<file path="config.mk">
export PLATFORM = sky130hd
export DESIGN_NAME = hazard_scoreboard_flat
export DESIGN_NICKNAME = d
export VERILOG_FILES = /design/src/rtl/hazard_scoreboard_if.sv /design/src/rtl/hazard_scoreboard.sv /design/src/flat_wrapper.sv
export SDC_FILE = /design/constraint.sdc
export NUM_CORES = 1
export LEC_CHECK = 0
export ABC_AREA = 0
export CORE_AREA = 3 3 113 115
export CTS_CLUSTER_DIAMETER = 30
export CTS_CLUSTER_SIZE = 12
export DETAILED_ROUTE_END_ITERATION = 6
export DIE_AREA = 0 0 116 118
export PLACE_DENSITY = 0.73
export RECOVER_POWER = 25
export SYNTH_ARGS = -nofsm -noshare
export SYNTH_HDL_FRONTEND = slang
export SYNTH_SLANG_ARGS = --single-unit
</file>
<file path="constraint.sdc">
create_clock -name clk -period 2.71 [get_ports clk]
set_clock_uncertainty 0.05 [all_clocks]
set_input_delay 0.271 -clock clk [delete_from_list [all_inputs] [get_ports clk]]
set_output_delay 0.271 -clock clk [all_outputs]
set_load 0.05 [all_outputs]
</file>
<file path="src/rtl/hazard_scoreboard_if.sv">
// Decode/execute/control-side signal bundle for the hazard scoreboard.
// The master drives the pipeline state. The slave is the scoreboard itself.
interface hazard_scoreboard_if #(
    parameter int DATA_W = 32,
    parameter int REG_W  = 5,
    parameter int NSTAGE = 3,
    parameter int CNT_W  = 16
);
    logic                     flush;
    logic                     id_valid;
    logic [REG_W-1:0]         id_rs;
    logic [REG_W-1:0]         id_rt;
    logic                     id_is_jb;
    logic                     id_is_md;
    logic                     id_rd_hilo;
    logic [REG_W-1:0]         ex_rs;
    logic [REG_W-1:0]         ex_rt;
    logic [NSTAGE*REG_W-1:0]  stg_regf;
    logic [NSTAGE*DATA_W-1:0] stg_data;
    logic [NSTAGE-1:0]        stg_ready;

    logic                     fwd_id_rs;
    logic                     fwd_id_rt;
    logic [DATA_W-1:0]        fwd_id_rs_data;
    logic [DATA_W-1:0]        fwd_id_rt_data;
    logic                     fwd_ex_rs;
    logic                     fwd_ex_rt;
    logic [DATA_W-1:0]        fwd_ex_rs_data;
    logic [DATA_W-1:0]        fwd_ex_rt_data;
    logic                     stall;
    logic                     md_busy;
    logic [CNT_W-1:0]         stall_cnt;

    modport master (
        output flush, id_valid, id_rs, id_rt, id_is_jb, id_is_md, id_rd_hilo,
               ex_rs, ex_rt, stg_regf, stg_data, stg_ready,
        input  fwd_id_rs, fwd_id_rt, fwd_id_rs_data, fwd_id_rt_data,
               fwd_ex_rs, fwd_ex_rt, fwd_ex_rs_data, fwd_ex_rt_data,
               stall, md_busy, stall_cnt
    );

    modport slave (
        input  flush, id_valid, id_rs, id_rt, id_is_jb, id_is_md, id_rd_hilo,
               ex_rs, ex_rt, stg_regf, stg_data, stg_ready,
        output fwd_id_rs, fwd_id_rt, fwd_id_rs_data, fwd_id_rt_data,
               fwd_ex_rs, fwd_ex_rt, fwd_ex_rs_data, fwd_ex_rt_data,
               stall, md_busy, stall_cnt
    );
endinterface

</file>
<file path="src/rtl/hazard_scoreboard.sv">
// Forwarding and interlock unit: youngest-match operand forwarding over NSTAGE
// producer stages, mul/div occupancy scoreboard and a saturating stall counter.
module hazard_scoreboard #(
    parameter int DATA_W = 32,
    parameter int REG_W  = 5,
    parameter int NSTAGE = 3,
    parameter int JB_MIN = 2,
    parameter int MD_LAT = 4,
    parameter int CNT_W  = 16
) (
    input logic           clk,
    input logic           rst_n,
    hazard_scoreboard_if.slave bus
);
    localparam int MD_W = $clog2(MD_LAT + 1);

    typedef struct packed {
        logic              hit;
        logic              rdy;
        logic              early;
        logic [DATA_W-1:0] data;
    } pick_t;

    // Scanning from the oldest stage down lets the youngest match overwrite.
    function automatic pick_t pick_stage(
        input logic [REG_W-1:0]         r,
        input int                       lo,
        input logic [NSTAGE*REG_W-1:0]  regf,
        input logic [NSTAGE*DATA_W-1:0] data,
        input logic [NSTAGE-1:0]        ready
    );
        pick_t p;
        p = '0;
        for (int k = NSTAGE - 1; k >= lo; k--) begin
            if (regf[k*REG_W +: REG_W] != '0 && regf[k*REG_W +: REG_W] == r) begin
                p.hit   = 1'b1;
                p.rdy   = ready[k];
                p.early = (k < JB_MIN);
                p.data  = data[k*DATA_W +: DATA_W];
            end
        end
        return p;
    endfunction

    function automatic logic [CNT_W-1:0] sat_inc(input logic [CNT_W-1:0] c);
        return (&c) ? c : c + 1'b1;
    endfunction

    function automatic logic blocks(input pick_t p, input logic is_jb);
        return p.hit && (!p.rdy || (is_jb && p.early));
    endfunction

    pick_t            id_rs_pick, id_rt_pick, ex_rs_pick, ex_rt_pick;
    logic [MD_W-1:0]  md_cnt;
    logic [CNT_W-1:0] stall_cnt;
    logic             md_busy;
    logic             data_stall;
    logic             hilo_stall;
    logic             stall;
    logic             md_issue;

    always_comb begin
        id_rs_pick = pick_stage(bus.id_rs, 0, bus.stg_regf, bus.stg_data, bus.stg_ready);
        id_rt_pick = pick_stage(bus.id_rt, 0, bus.stg_regf, bus.stg_data, bus.stg_ready);
        ex_rs_pick = pick_stage(bus.ex_rs, 1, bus.stg_regf, bus.stg_data, bus.stg_ready);
        ex_rt_pick = pick_stage(bus.ex_rt, 1, bus.stg_regf, bus.stg_data, bus.stg_ready);
    end

    assign md_busy    = (md_cnt != '0);
    assign data_stall = bus.id_valid &&
                        (blocks(id_rs_pick, bus.id_is_jb) || blocks(id_rt_pick, bus.id_is_jb));
    assign hilo_stall = bus.id_valid && (bus.id_rd_hilo || bus.id_is_md) && md_busy;
    // A flush discards whatever sits in ID, so it never needs to be held.
    assign stall      = (data_stall || hilo_stall) && !bus.flush;
    assign md_issue   = bus.id_valid && bus.id_is_md && !stall && !bus.flush;

    always_ff @(posedge clk or negedge rst_n) begin
        if (!rst_n) begin
            md_cnt <= '0;
        end else if (bus.flush) begin
            md_cnt <= '0;
        end else if (md_issue) begin
            md_cnt <= MD_W'(MD_LAT);
        end else if (md_busy) begin
            md_cnt <= md_cnt - 1'b1;
        end
    end

    always_ff @(posedge clk or negedge rst_n) begin
        if (!rst_n) begin
            stall_cnt <= '0;
        end else if (stall) begin
            stall_cnt <= sat_inc(stall_cnt);
        end
    end

    assign bus.fwd_id_rs      = id_rs_pick.hit;
    assign bus.fwd_id_rt      = id_rt_pick.hit;
    assign bus.fwd_id_rs_data = id_rs_pick.data;
    assign bus.fwd_id_rt_data = id_rt_pick.data;
    assign bus.fwd_ex_rs      = ex_rs_pick.hit;
    assign bus.fwd_ex_rt      = ex_rt_pick.hit;
    assign bus.fwd_ex_rs_data = ex_rs_pick.data;
    assign bus.fwd_ex_rt_data = ex_rt_pick.data;
    assign bus.stall          = stall;
    assign bus.md_busy        = md_busy;
    assign bus.stall_cnt      = stall_cnt;
endmodule
</file>
<file path="src/flat_wrapper.sv">
// flat-port wrapper written by rule: the top's interface ports become plain ports
module hazard_scoreboard_flat 
#(
    parameter int DATA_W = 32,
    parameter int REG_W  = 5,
    parameter int NSTAGE = 3,
    parameter int JB_MIN = 2,
    parameter int MD_LAT = 4,
    parameter int CNT_W  = 16
)
  (clk, rst_n, bus_flush, bus_id_valid, bus_id_rs, bus_id_rt, bus_id_is_jb, bus_id_is_md, bus_id_rd_hilo, bus_ex_rs, bus_ex_rt, bus_stg_regf, bus_stg_data, bus_stg_ready, bus_fwd_id_rs, bus_fwd_id_rt, bus_fwd_id_rs_data, bus_fwd_id_rt_data, bus_fwd_ex_rs, bus_fwd_ex_rt, bus_fwd_ex_rs_data, bus_fwd_ex_rt_data, bus_stall, bus_md_busy, bus_stall_cnt);
  hazard_scoreboard_if #(.DATA_W(DATA_W), .REG_W(REG_W), .NSTAGE(NSTAGE), .CNT_W(CNT_W)) bus_i ();
  input logic clk;
  input logic rst_n;
  input wire logic [$bits(bus_i.flush)-1:0] bus_flush;
  input wire logic [$bits(bus_i.id_valid)-1:0] bus_id_valid;
  input wire logic [$bits(bus_i.id_rs)-1:0] bus_id_rs;
  input wire logic [$bits(bus_i.id_rt)-1:0] bus_id_rt;
  input wire logic [$bits(bus_i.id_is_jb)-1:0] bus_id_is_jb;
  input wire logic [$bits(bus_i.id_is_md)-1:0] bus_id_is_md;
  input wire logic [$bits(bus_i.id_rd_hilo)-1:0] bus_id_rd_hilo;
  input wire logic [$bits(bus_i.ex_rs)-1:0] bus_ex_rs;
  input wire logic [$bits(bus_i.ex_rt)-1:0] bus_ex_rt;
  input wire logic [$bits(bus_i.stg_regf)-1:0] bus_stg_regf;
  input wire logic [$bits(bus_i.stg_data)-1:0] bus_stg_data;
  input wire logic [$bits(bus_i.stg_ready)-1:0] bus_stg_ready;
  output wire logic [$bits(bus_i.fwd_id_rs)-1:0] bus_fwd_id_rs;
  output wire logic [$bits(bus_i.fwd_id_rt)-1:0] bus_fwd_id_rt;
  output wire logic [$bits(bus_i.fwd_id_rs_data)-1:0] bus_fwd_id_rs_data;
  output wire logic [$bits(bus_i.fwd_id_rt_data)-1:0] bus_fwd_id_rt_data;
  output wire logic [$bits(bus_i.fwd_ex_rs)-1:0] bus_fwd_ex_rs;
  output wire logic [$bits(bus_i.fwd_ex_rt)-1:0] bus_fwd_ex_rt;
  output wire logic [$bits(bus_i.fwd_ex_rs_data)-1:0] bus_fwd_ex_rs_data;
  output wire logic [$bits(bus_i.fwd_ex_rt_data)-1:0] bus_fwd_ex_rt_data;
  output wire logic [$bits(bus_i.stall)-1:0] bus_stall;
  output wire logic [$bits(bus_i.md_busy)-1:0] bus_md_busy;
  output wire logic [$bits(bus_i.stall_cnt)-1:0] bus_stall_cnt;
  assign bus_i.flush = bus_flush;
  assign bus_i.id_valid = bus_id_valid;
  assign bus_i.id_rs = bus_id_rs;
  assign bus_i.id_rt = bus_id_rt;
  assign bus_i.id_is_jb = bus_id_is_jb;
  assign bus_i.id_is_md = bus_id_is_md;
  assign bus_i.id_rd_hilo = bus_id_rd_hilo;
  assign bus_i.ex_rs = bus_ex_rs;
  assign bus_i.ex_rt = bus_ex_rt;
  assign bus_i.stg_regf = bus_stg_regf;
  assign bus_i.stg_data = bus_stg_data;
  assign bus_i.stg_ready = bus_stg_ready;
  assign bus_fwd_id_rs = bus_i.fwd_id_rs;
  assign bus_fwd_id_rt = bus_i.fwd_id_rt;
  assign bus_fwd_id_rs_data = bus_i.fwd_id_rs_data;
  assign bus_fwd_id_rt_data = bus_i.fwd_id_rt_data;
  assign bus_fwd_ex_rs = bus_i.fwd_ex_rs;
  assign bus_fwd_ex_rt = bus_i.fwd_ex_rt;
  assign bus_fwd_ex_rs_data = bus_i.fwd_ex_rs_data;
  assign bus_fwd_ex_rt_data = bus_i.fwd_ex_rt_data;
  assign bus_stall = bus_i.stall;
  assign bus_md_busy = bus_i.md_busy;
  assign bus_stall_cnt = bus_i.stall_cnt;
  hazard_scoreboard #(.DATA_W(DATA_W), .REG_W(REG_W), .NSTAGE(NSTAGE), .JB_MIN(JB_MIN), .MD_LAT(MD_LAT), .CNT_W(CNT_W)) u_core (.clk(clk), .rst_n(rst_n), .bus(bus_i));
endmodule
</file>
==> results.py <==
metrics = {
    "finish": {
        "syn2layout_area_growth_pct": 161.8,
        "nets": 946,
        "drive_above_1_share": 0.3945,
        "mostFrequentLayoutCells": "148 x buf_12, 127 x clkdlybuf4s50_1, 74 x nand2_1",
        "post-route-util": 0.7649,
        "final_cell_area_um2": 9111,
        "fin_cells": 949,
        "final_common_cell": "buf_12",
    },
    "setup_path": {
        "start_kind": "primary input",
        "rrSetupSlack_ns": 0.36,
        "cp_top_family": "buffers and inverters",
        "crit_path_end_kind": "output pin",
        "path_cells": "clkdlybuf4s15_2 > or4_4 > nor2_4 > buf_6 > nor4_4 > buf_4 > nor2_4 > bufbuf_16 > a22oi_1 > o21ai_2 > buf_12",
        "cp_slowest_stage_delay_ns": 0.53,
        "critPathArrivalTime_ns": 2.36,
        "crit_type": "in2out",
        "cp.buffers_inverters": 5,
        "cpMaxStageDelayCell": "or4_4",
        "crit_fanout": 9,
        "critical_path.most_common_cell": "nor2_4",
        "critical_path_required_ns": 2.39,
    },
    "timing": {
        "fmax_ghz": 0.3736,
        "worst_slew_pin_slew_ns": 0.8694,
        "setup-violations-final": 0,
        "rsz0062_at_grt": "true",
        "tns_ns": 0,
        "final.period_utilization": 0.9877,
        "hold_viol_final": 0,
        "slew_violations": 0,
        "maxSlewHeadroom": 0.4185,
        "min_period_ns": 2.677,
    },
    "place": {
        "place_inst": 927,
        "port_buffers": 290,
        "dp_hpwl_um": 16190,
        "gp_congestion": 0.9372,
        "dpl_cell_area_um2": 8494,
    },
    "floorplan": {
        "rows": 40,
        "die_area_um2": 13690,
        "io_pins": 291,
        "start_util": 0.2921,
        "core_area_um2": 11910,
        "die_w_um": 116,
        "dieHeight_um": 118,
    },
    "grt": {
        "grt_pass1_wl_um": 32700,
        "antenna_found_initial": 3,
        "grt_start_max_net_pins": 40,
        "grt_pass1_vias": 5741,
        "grt_usage": 0.2980,
        "grt_overflow_total": 0,
    },
    "min_path": {
        "min_path_type": "reg2reg",
    },
    "pwr": {
        "power_leakage_nw": 3.613,
        "power.total_w": 0.002587,
        "irDropWorstVdd_v": 0.0005784,
        "powerDensity_nw_per_um2": 284.0,
    },
    "logic_synthesis": {
        "ys.flop_type": "dfrtp_1",
        "yosysUniqueCellTypes": 35,
        "synth_nets": 632,
        "synthCells": 488,
        "yosys_warnings": 0,
        "synth_edf_count": 0,
        "ys_ff_latch": 19,
        "synth-async-reset-ratio": 1.000,
        "avgSynthCellArea_um2": 7.130,
        "synth_area_um2": 3480,
        "ys_seq_area_frac": 0.1366,
    },
    "routing": {
        "drc": 0,
        "wl_met2_um": 10850,
        "drt_iter0_drc": 519,
        "drtAntennaViolNets": 0,
        "wirelength_met1_um": 7382,
        "routed.top_layer": "met5",
        "met3_length_um": 1734,
        "wl_per_cell_um": 22.15,
        "num_vias": 5490,
        "viasPerCell": 5.785,
        "drt-pass1-iter-count": 5,
        "drt-total-wl_um": 21020,
    },
    "flow_run": {
        "maxCapViolations": 0,
    },
    "clock_network": {
        "path_clk_slew_ns": 0.05,
        "cts.htree.levels": 1,
        "clk_latency_ns": 0.25,
        "clock-sinks": 19,
        "cts_tree": "done",
        "clockBufferDepth": 2,
        "cts_buffers": 3,
        "root_buffer": "clkbuf_16",
        "cts_hold_buf": 0,
    },
    "outcome": {
        "status": "complete, no violations",
    },
}
==> final timing paths <==
kind	end	cells after the start	start
setup / recovery	bus_fwd_id_rt_data[14]	11	bus_stg_regf[7]
hold / removal	u_core.bus.stall_cnt[3]	1	u_core.bus.stall_cnt[3]
setup reg to reg	u_core.bus.stall_cnt[8]	9	u_core.bus.stall_cnt[0]
hold reg to reg	u_core.bus.stall_cnt[3]	1	u_core.bus.stall_cnt[3]
max in group asynchronous	u_core.bus.stall_cnt[14]	1	rst_n
min in group asynchronous	u_core.md_cnt[2]	1	rst_n
==> layout make-up <==
cell class | instances | area, um2
Antenna cell | 1 | 2.502
Clock buffer | 4 | 78.83
Sequential cell | 19 | 475.5
Fill cell | 771 | 2800
Tap cell | 147 | 183.9
Inverter | 3 | 11.26
Multi-Input combinational cell | 417 | 3297
Timing Repair Buffer | 358 | 5062
==> flip-flops by register name, summed over array words and instances, names as in the netlist <==
signal / cells
u_core.md_cnt: 3
u_core.bus.stall_cnt: 16
==> power by group <==
part	internal (W)	switching [W]	total, W
sequential	0.000334	0.0000504	0.000384
clock	0.000200	0.000100	0.000300
combinational	0.000869	0.00103	0.00190
total	0.00140	0.00118	0.00259
==> metrics by stage <==
stage	worst slack, ns	hold WS, ns
2_1_floorplan	-0.1483	-0.07459
3_3_place_gp	-0.1396	0.4325
3_5_place_dp	-0.1410	0.4447
4_1_cts	0.002413	0.4631
5_1_grt	-0.04098	0.4874
6_report	0.03332	0.4545
==> repair_timing <==
action / CTS / global route
buffers inserted: 6 / 7
cloned: 5 / 0
resized for setup: 42 / 33
setup endpoints to repair: 119 / 141
pin swaps: 12 / 18
==> logic make-up after synthesis <==
kind of cell,count (synthesis),share of synthesized area
AOI/OAI and AO/OA,201,0.4142
xor gates and xnor gates,66,0.1661
buffers and inverters,52,0.06149
and+or+nand+nor,144,0.2017
muxes,3,0.008990
DFF,19,0.1366
adders and majority gates,3,0.01079
==> routing by layer <==
metal | vias to the layer above | track usage
met5 | - | 0
met4 | 4 | 0.1349
met3 | 73 | 0.06170
met2 | 311 | 0.5176
met1 | 2622 | 0.3450
li1 | 2480 | -
==> synth_stat cells (8+ instances only) <==
library cell  instances  area, um2
a22o_1               64      560.5
a22oi_1              64      480.5
and3_1               10      62.56
clkbuf_1             44      165.2
dfrtp_1              19      475.5
nand2_1              76      285.3
nand4_1              10      62.56
nor2_1               16      60.06
nor3_1                8      40.04
o21ai_0              67      335.3
xnor2_1              38      332.8
xor2_1               28      245.2
Note: power is estimated with default switching activity, not from simulation.
